<file path="config.mk">
export PLATFORM = sky130hd
export DESIGN_NAME = imem_loader
export DESIGN_NICKNAME = d
export VERILOG_FILES = /design/src/rtl/imem_loader_pkg.sv /design/src/rtl/imem_word_assembler.sv /design/src/rtl/imem_loader.sv
export SDC_FILE = /design/constraint.sdc
export NUM_CORES = 1
export LEC_CHECK = 0
export ABC_AREA = 1
export CELL_PAD_IN_SITES_DETAIL_PLACEMENT = 0
export CELL_PAD_IN_SITES_GLOBAL_PLACEMENT = 1
export CORE_AREA = 3 3 156 98
export CTS_CLUSTER_SIZE = 16
export DETAILED_ROUTE_END_ITERATION = 6
export DIE_AREA = 0 0 159 101
export GPL_TIMING_DRIVEN = 0
export MAX_ROUTING_LAYER = met4
export PLACE_DENSITY_LB_ADDON = 0.1
export SETUP_SLACK_MARGIN = 0.2
export SYNTH_ARGS = -nofsm -noshare
export SYNTH_HDL_FRONTEND = slang
export SYNTH_SLANG_ARGS = --single-unit
export TNS_END_PERCENT = 1
</file>
<file path="constraint.sdc">
create_clock -name clk -period 2.3 [get_ports clk]
set_clock_uncertainty 0.15 [all_clocks]
set_input_delay 0.345 -clock clk [delete_from_list [all_inputs] [get_ports clk]]
set_output_delay 0.345 -clock clk [all_outputs]
set_load 0.05 [all_outputs]
</file>
<file path="src/rtl/imem_loader_pkg.sv">
`default_nettype none
// +--------------------------------------------------------------------------+
// | Module   : imem_loader_pkg                                               |
// | Brief    : Shared constants and state encoding for the imem loader.      |
// | Revision : 1.0 - initial release                                         |
// +--------------------------------------------------------------------------+
package imem_loader_pkg;

    localparam int c_depth          = 1024;
    localparam int c_cnt_w          = 16;
    localparam int c_bytes_per_word = 4;

    typedef enum logic [2:0] {
        ST_IDLE   = 3'd0,
        ST_HDR_LO = 3'd1,
        ST_HDR_HI = 3'd2,
        ST_DATA   = 3'd3,
        ST_WRITE  = 3'd4,
        ST_DONE   = 3'd5,
        ST_ERR    = 3'd6
    } state_t;

endpackage : imem_loader_pkg
`default_nettype wire

</file>
<file path="src/rtl/imem_word_assembler.sv">
`default_nettype none
// +--------------------------------------------------------------------------+
// | Module   : imem_word_assembler                                           |
// | Brief    : Packs little-endian bytes into 32-bit words.                  |
// | Revision : 1.0 - initial release                                         |
// +--------------------------------------------------------------------------+
module imem_word_assembler
    import imem_loader_pkg::*;
(
    input  logic        clk,
    input  logic        rst,
    input  logic        i_clr,
    input  logic        i_byte_valid,
    input  logic [7:0]  i_byte_data,
    output logic [31:0] o_word_next,
    output logic        o_word_complete
);

    logic [1:0]  r_cnt;
    logic [31:0] r_word;
    logic [31:0] w_word_next;

    // Shifting in from the top leaves the first byte of a word in bits [7:0]
    // once all four have arrived.
    always_comb begin
        w_word_next = r_word;
        if (i_byte_valid) begin
            w_word_next = {i_byte_data, r_word[31:8]};
        end
    end

    assign o_word_next     = w_word_next;
    assign o_word_complete = i_byte_valid && (r_cnt == 2'(c_bytes_per_word - 1));

    always_ff @(posedge clk) begin
        if (rst || i_clr) begin
            r_cnt  <= 2'd0;
            r_word <= 32'd0;
        end else if (i_byte_valid) begin
            r_cnt  <= r_cnt + 2'd1;
            r_word <= w_word_next;
        end
    end

endmodule : imem_word_assembler
`default_nettype wire

</file>
<file path="src/rtl/imem_loader.sv">
`default_nettype none
// +--------------------------------------------------------------------------+
// | Module   : imem_loader                                                   |
// | Brief    : Loads a length-prefixed byte stream into instruction memory   |
// |            and releases the core from reset when the image is complete.  |
// | Revision : 1.0 - initial release                                         |
// +--------------------------------------------------------------------------+
module imem_loader
    import imem_loader_pkg::*;
#(
    parameter int DEPTH = c_depth,
    parameter int CNT_W = c_cnt_w
) (
    input  logic        clk,
    input  logic        rst,
    input  logic        start,
    input  logic        in_valid,
    input  logic [7:0]  in_data,
    output logic        in_ready,
    output logic        we,
    output logic [31:0] wa,
    output logic [31:0] wd,
    output logic        cpu_rst_n,
    output logic        done,
    output logic        error
);

    localparam logic [CNT_W:0] c_depth_lim = (CNT_W + 1)'(DEPTH);

    state_t            r_state;
    state_t            w_state_next;
    logic [CNT_W-1:0]  r_n;
    logic [CNT_W-1:0]  r_idx;
    logic [CNT_W-1:0]  w_hdr_n;
    logic [CNT_W-1:0]  w_idx_inc;
    logic              r_in_ready;
    logic              r_we;
    logic [31:0]       r_wa;
    logic [31:0]       r_wd;
    logic              r_cpu_rst_n;
    logic              r_done;
    logic              r_error;
    logic              w_accept;
    logic              w_start_ok;
    logic              w_asm_valid;
    logic              w_word_complete;
    logic [31:0]       w_word_next;

    assign w_accept    = in_valid && r_in_ready;
    assign w_start_ok  = start && ((r_state == ST_IDLE) || (r_state == ST_DONE) ||
                                   (r_state == ST_ERR));
    assign w_asm_valid = w_accept && (r_state == ST_DATA);
    assign w_idx_inc   = r_idx + CNT_W'(1);

    // Full header as it will be once the high byte currently on the bus lands.
    always_comb begin
        w_hdr_n       = r_n;
        w_hdr_n[15:8] = in_data;
    end

    imem_word_assembler u_asm (
        .clk             (clk),
        .rst             (rst),
        .i_clr           (w_start_ok),
        .i_byte_valid    (w_asm_valid),
        .i_byte_data     (in_data),
        .o_word_next     (w_word_next),
        .o_word_complete (w_word_complete)
    );

    always_ff @(posedge clk) begin
        if (rst) begin
            r_state <= ST_IDLE;
        end else begin
            r_state <= w_state_next;
        end
    end

    always_comb begin
        w_state_next = r_state;
        unique case (r_state)
            ST_IDLE: begin
                if (start) w_state_next = ST_HDR_LO;
            end
            ST_HDR_LO: begin
                if (w_accept) w_state_next = ST_HDR_HI;
            end
            ST_HDR_HI: begin
                if (w_accept) begin
                    if (w_hdr_n == '0) begin
                        w_state_next = ST_DONE;
                    end else if ({1'b0, w_hdr_n} > c_depth_lim) begin
                        w_state_next = ST_ERR;
                    end else begin
                        w_state_next = ST_DATA;
                    end
                end
            end
            ST_DATA: begin
                if (w_word_complete) w_state_next = ST_WRITE;
            end
            ST_WRITE: begin
                w_state_next = (w_idx_inc == r_n) ? ST_DONE : ST_DATA;
            end
            ST_DONE, ST_ERR: begin
                if (start) w_state_next = ST_HDR_LO;
            end
            default: w_state_next = ST_IDLE;
        endcase
    end

    // Outputs are registered from the next state so they line up with it.
    always_ff @(posedge clk) begin
        if (rst) begin
            r_in_ready  <= 1'b0;
            r_we        <= 1'b0;
            r_wa        <= 32'd0;
            r_wd        <= 32'd0;
            r_cpu_rst_n <= 1'b0;
            r_done      <= 1'b0;
            r_error     <= 1'b0;
            r_n         <= '0;
            r_idx       <= '0;
        end else begin
            r_in_ready  <= (w_state_next == ST_HDR_LO) || (w_state_next == ST_HDR_HI) ||
                           (w_state_next == ST_DATA);
            r_we        <= (w_state_next == ST_WRITE);
            r_cpu_rst_n <= (w_state_next == ST_DONE);
            r_done      <= (w_state_next == ST_DONE);
            r_error     <= (w_state_next == ST_ERR);

            if (w_start_ok) begin
                r_n   <= '0;
                r_idx <= '0;
            end else begin
                if ((r_state == ST_HDR_LO) && w_accept) r_n[7:0] <= in_data;
                if ((r_state == ST_HDR_HI) && w_accept) r_n <= w_hdr_n;
                if (r_state == ST_WRITE) r_idx <= w_idx_inc;
            end

            if ((r_state == ST_DATA) && w_word_complete) begin
                r_wa <= 32'(r_idx) << 2;
                r_wd <= w_word_next;
            end
        end
    end

    assign in_ready  = r_in_ready;
    assign we        = r_we;
    assign wa        = r_wa;
    assign wd        = r_wd;
    assign cpu_rst_n = r_cpu_rst_n;
    assign done      = r_done;
    assign error     = r_error;

endmodule : imem_loader
`default_nettype wire

</file>
==> results.cfg, run 1 <==
[cells_and_area]
syn_to_final_growth_pct = 34.8
antenna_cells = 0
nNetsFinal = 900
utilization = 0.502
layout-drive-gt1-share = 0.148
stdcell_count = 1094
final_area_um2 = 7090

[critical_path]
path_delay_family = simple AND/OR/NAND/NOR gates
cp_num_cells = 15
crit_end = in_ready
r2r-end = in_ready
crit_buf_inv = 1
crit_fanout = 6
crit_chain = ha_4 -> nand2_4 -> nor2_4 -> buf_6 -> nand3_2 -> nand2_1 -> nand2_2 -> xor2_1 -> nand2_2 -> nor2_4 -> nand2_2 -> nand2_2 -> nand2_2 -> nor2_2 -> nor2_1
max_stage_delay_ns = 0.40
reg2reg_depth = 15
arrival_ns = 2.37
crit_path_frequent_cell = nand2_2
crit_start = r_idx[0]
r2r-start = r_idx[0]
required_ns = 2.45
crit_type = flop to flop
critical_path.slowest_cell = dfxtp_4
rrSetupSlack_ns = 0.08
startpoint_type = flop
cp-end-kind = flop

[power_and_ir_drop]
p_per_area_nw_per_um2 = 705
peakVddDrop_uv = 498
p_leak_nw = 2.62

[logic_synthesis]
synth.cell_area_um2 = 5260
synth_top_family_by_area = simple AND/OR/NAND/NOR gates
synthMuxAreaShare = 0
synth-compound-area-share = 0.129
yosys_warnings = 0
synthDistinctLibCells = 32
synth_cells = 774
synthSimpleGateAreaFrac = 0.297
synthXorXnorAreaFrac = 0.00667
synth_fa_ha_area_frac = 0.00476
ys_seq_area_frac = 0.446
synth_seq_cells = 117
avgSynthCellArea_um2 = 6.79

[floorplanning]
die_w_um = 159
initial_utilization = 0.372
rows = 34
io-pin-count = 81
dieArea_um2 = 16100
die_y_um = 101
core_um2 = 14100

[timing]
timing.setup.tns_ns = 0
rsz0062_at_grt = true
hold_ws_ns = 0.297
worst_pin_slew_ns = 0.663
max_freq_ghz = 0.451
fin_crit_ns = 2.22
setup_viol = 0
maxSlewHeadroom = 0.558
fin_crit_sh = 0.965
drv_slew = 0
hold_viol = 0

[placement]
dp_cells = 1051
dp_hpwl_mm = 12.2
gp_congestion = 0.904
port_buffers = 64
placed_area_um2 = 6200

[routing]
dr.first_iter.drc_count = 351
drcViolationCount = 0
num_vias = 5293
avgViaCountPerCell = 4.84
wire_per_inst_um = 14.9
antenna_left = 0
wl_mm = 16.3
dr.pass1.iters = 5

[global_routing]
grt_max_degree = 17
grt_pass1_vias = 4686
antenna_found_initial = 0
gr-usage-met2 = 0.261
grt_util_met1 = 0.323
grtUsageTotal = 0.209
grt_most_used_layer = met1
grt_pass1_wl_mm = 25.3
use_met3 = 0.0489
grt.overflow.total = 0

[clock_tree]
clockBufferDepth = 2
clk_latency_ns = 0.41
root_buffer = clkbuf_16
cts_tree = yes
clkTransAtPathRegs_ns = 0.06
numClockSinks = 117
cts-buffers-inserted = 17
h-tree-depth = 4

[flow_run]
maxCapViolations = 0

[outcome]
status = finished clean

[hold_path]
hold_path.class = flop to flop
## tightest hold or removal path, cell delays in order (launching register included)
cell	delay (ns)
dfxtp_1	0.31
inv_1	0.05
a21oi_1	0.05
## repair_timing
| item | in CTS | in global routing |
|---|---|---|
| setup endpoints to repair | 74 | 90 |
| resized for setup | 10 | 68 |
| pin swaps | 1 | 22 |
| setup buffers | 2 | 12 |
| hold buffers | 0 | 0 |
## how the worst min path moves through the flow
stage                     start    endpoint  slack, ns  cells past startpoint
final                     wd[2]       wd[2]       0.30                      2
after global routing      wd[0]       wd[0]       0.32                      2
after CTS                 wd[3]       wd[3]       0.30                      2
after detailed placement  wd[3]       wd[3]       0.29                      2
after global placement    wd[2]       wd[2]       0.28                      2
after floorplan             rst  r_state[0]       0.28                      1
## Yosys cell counts
library cell / n / share of area
or2_2: 1 / 0.0012
xnor2_1: 1 / 0.0017
nor2_1: 129 / 0.092
nor4_1: 2 / 0.0024
buf_2: 9 / 0.0086
nor2_4: 3 / 0.0064
nor2_2: 2 / 0.0024
nor3_1: 2 / 0.0019
nand2_1: 167 / 0.12
clkinv_1: 1 / 0.00071
or3_1: 1 / 0.0012
o21ai_0: 40 / 0.038
nand3_1: 56 / 0.053
a22oi_1: 1 / 0.0014
nand4_1: 9 / 0.011
a31oi_1: 2 / 0.0024
dfxtp_1: 117 / 0.45
xor2_1: 3 / 0.0050
a21oi_1: 80 / 0.076
nand3b_1: 2 / 0.0029
a211oi_1: 3 / 0.0043
nand2_2: 2 / 0.0024
conb_1: 1 / 0.00071
and2_1: 1 / 0.0012
o21bai_1: 2 / 0.0029
inv_1: 90 / 0.064
buf_1: 4 / 0.0029
clkbuf_1: 22 / 0.016
a22o_1: 1 / 0.0017
ha_1: 2 / 0.0048
o311ai_0: 1 / 0.0017
buf_4: 17 / 0.024
## metrics by stage
stage | setup slack [ns] | total power, mW
after floorplan | 0.269 | 2.28
after global placement | -0.323 | 2.36
after detailed placement | -0.333 | 2.36
after CTS | 0.0475 | 5.02
after global routing | -0.0146 | 5.15
final | 0.0809 | 4.99
## flip-flops by register name, summed over array words and instances, names as in the netlist
signal	flops
wd	32
u_asm.r_cnt	2
u_asm.r_word	28
r_n	16
r_idx	16
wa	16
r_state	3
we	1
done	1
in_ready	1
error	1
## routing by layer
layer  vias to the layer above  wire length, µm
li1                       2651                -
met1                      2453             8980
met2                       171             5940
met3                        18             1200
met4                         0              179
met5                         -                0
## cell usage in the layout (no fill, tap or decap), types with 16 or more instances in the layout
master | Yosys | final
buf_4 | 17 | 30
a21oi_1 | 80 | 80
clkdlybuf4s50_1 | 0 | 64
nand2_1 | 167 | 148
dfxtp_1 | 117 | 105
nand2_2 | 2 | 20
conb_1 | 1 | 16
nand3_1 | 56 | 51
inv_1 | 90 | 89
nor2_1 | 129 | 120
o21ai_0 | 40 | 39
clkbuf_1 | 22 | 17
clkbuf_16 | 0 | 17
## logic make-up after synthesis
| logic type | after synthesis |
|---|---|
| buf+inv | 143 |
| fa+ha+maj | 2 |
| other cells | 1 |
| flops | 117 |
| compound gates | 130 |
| xor+xnor | 4 |
| simple gates | 377 |
## layout make-up
class,instances,area [µm²]
plain buffers,52,284
clock inverters,10,131
flip-flops and latches,117,2360
clock buffers,19,453
well taps,198,248
repair buffers,78,753
fillers,1429,7040
inverters,91,345
multi-input cells,529,2510
## power breakdown
group          switching, mW  internal (mW)
Combinational          0.214         0.0773
Sequential           0.00804           2.03
Clock                  0.927           1.73
Total                   1.15           3.84
Power figures use the tool's default switching activity.
==> inputs of run 2 (changes only) <==
Settings changed: SLEW_MARGIN set to 15.
==> results of run 2 <==
Same layout as run 1: the final DEF is identical, and so are final timing and power.
==> inputs of run 3 (changes only) <==
Settings changed: SKIP_LAST_GASP set to 1.
==> results of run 3 <==
Same layout as run 1: the final DEF is identical, and so are final timing and power.
==> variant: new RTL, config.mk and constraints of run 1 <==
Re-encode `state_t` (7 states) as one-hot, 7 bits wide.
--- a/src/rtl/imem_loader_pkg.sv
+++ b/src/rtl/imem_loader_pkg.sv
@@ -10,14 +10,14 @@
     localparam int c_cnt_w          = 16;
     localparam int c_bytes_per_word = 4;
 
-    typedef enum logic [2:0] {
-        ST_IDLE   = 3'd0,
-        ST_HDR_LO = 3'd1,
-        ST_HDR_HI = 3'd2,
-        ST_DATA   = 3'd3,
-        ST_WRITE  = 3'd4,
-        ST_DONE   = 3'd5,
-        ST_ERR    = 3'd6
+    typedef enum logic [6:0] {
+        ST_IDLE   = 7'b0000001,
+        ST_HDR_LO = 7'b0000010,
+        ST_HDR_HI = 7'b0000100,
+        ST_DATA   = 7'b0001000,
+        ST_WRITE  = 7'b0010000,
+        ST_DONE   = 7'b0100000,
+        ST_ERR    = 7'b1000000
     } state_t;
 
 endpackage : imem_loader_pkg
Behaviour: no difference found for any inputs over 10 cycles, from zero or initial values and one cycle with rst high; not proved beyond that.
==> variant against run 1 <==
Design area shrank 0.97%; via count shrank 3.9%; worst setup slack better by 0.074 ns; sequential cell count did not move; total power grew 3.6%; synthesized area is 0.62% lower; routed wire length shrank 0.73%; largest cell class unchanged.
==> variant: results (changes against run 1) <==
----------------------------------------------------
[STA]
  Worst slew margin ... 61.77% (was 55.83%)
  Post-route minimum period ... 2.145 ns (was 2.219 ns)
  Worst hold slack across all endpoints ... 0.3040 ns (was 0.2975 ns)

[Layout]
  Proportion of layout cells with a drive suffix above 1 ... 15.50% (was 14.84%)
  Number of standard cells in the final layout excluding fillers ... 1056 (was 1094)
  Post-route core utilization ... 49.70% (was 50.19%)
  FILL cells ... 1437 (was 1429)

[Power and ir drop]
  Leakage power of the design ... 2.615 nW (was 2.619 nW)
  Comb group ... 0.351 mW (was 0.291 mW)
  Net switching power ... 1.195 mW (was 1.149 mW)
  Part of the total power dissipated in the clock network ... 53.7% (was 53.3%)
  Clock Power ... 2.78 mW (was 2.66 mW)
  Worst IR Drop VDD ... 0.3820 mV (was 0.4979 mV)

[Status]
  Outcome ... finished, final reports clean (unchanged)

[Detailed routing]
  Violation count after the first detailed-routing iteration ... 443 (was 351)
  Detail Route met2 WL ... 6075 um (was 5935 um)
  Via count ... 5087 (was 5293)
  Total wire length after detailed routing ... 16170 um (was 16290 um)

[Global routing]
  Gr usage total ... 20.90% (was 20.93%)
  Vias in the first global route ... 4729 (was 4686)
  Global routing met3 resource utilization ... 5.501% (was 4.885%)
  Met1 layer usage reported by global route ... 31.70% (was 32.27%)

[Setup path]
  End of the worst register-to-register path ... r_n[5]$_SDFFE_PP0P_ (was in_ready$_SDFF_PP0_)
  Reg-to-reg critical path startpoint ... r_state[6]$_SDFF_PP0_ (was r_idx[0]$_SDFFE_PP0P_)
  Data arrival time of the critical path ... 2.27 ns (was 2.37 ns)
  Register-to-Register Path Depth ... 12 (was 15)
  Worst path slowest cell ... dfxtp_1 (was dfxtp_4)
  Crit-path max cell delay ... 0.34 ns (was 0.40 ns)
  Worst R2R Setup Slack ... 0.15 ns (was 0.08 ns)
  Crit Path Max Fanout ... 10 (was 6)

[Clocking]
  Post-CTS repair timing setup buffer count ... 4 (was 2)
  CTS-repair resized insts ... 23 (was 10)

[Min path]
  Class of the tightest hold or removal check ... input pin to flop (was flop to flop)
  Worst-case hold path end point ... r_state[5]$_SDFF_PP0_ (was wd[2]$_SDFFE_PP0P_)

[Synthesis]
  Sequential-to-total area share from yosys stat ... 44.84% (was 44.56%)
  Avg Synthesized Cell Area ... 7.078 sq um (was 6.791 sq um)

[Place]
  Number of buffers added on ports ... 63 (was 64)
  Place WS ... -0.2014 ns (was -0.3335 ns)
  Dpl cells ... 1014 (was 1051)
  Placement-stage cell area ... 6158 sq um (was 6201 sq um)
  HPWL after DPL ... 12270 um (was 12180 um)

----------------------------------------------------
-- variant: changes by cell type after synthesis, moves of 5 or more --
cell and change:
buf_2 +6, nand2_1 +22, nor2_2 +5, o21ai_0 +22, inv_1 +6, nor2_1 -74
a31oi_1 +8, buf_4 +5, nand3_1 -29, clkbuf_1 -11
-- variant: cell families (layout without fill, tap and decap cells) --
kind of cell	Yosys count	count (layout)	synth area share (%)
XOR/XNOR	7	7	1.437
buffers and inverters	149	254	12.67
adder cells (fa/ha/maj)	2	2	0.4790
flip-flops	117	117	44.84
AND/OR/NAND/NOR	306	306	24.91
AO/OA/AOI/OAI	156	156	15.59
other	1	16	0.07179
-- variant: cell type report --
type	count	area share, %
clock inverters	8	1.711
flip-flops and latches	117	33.67
repair buffers	73	10.23
plain buffers	49	4.207
multi-input cells	487	34.12
well taps	198	3.529
inverters	100	5.383
clock buffers	24	7.148
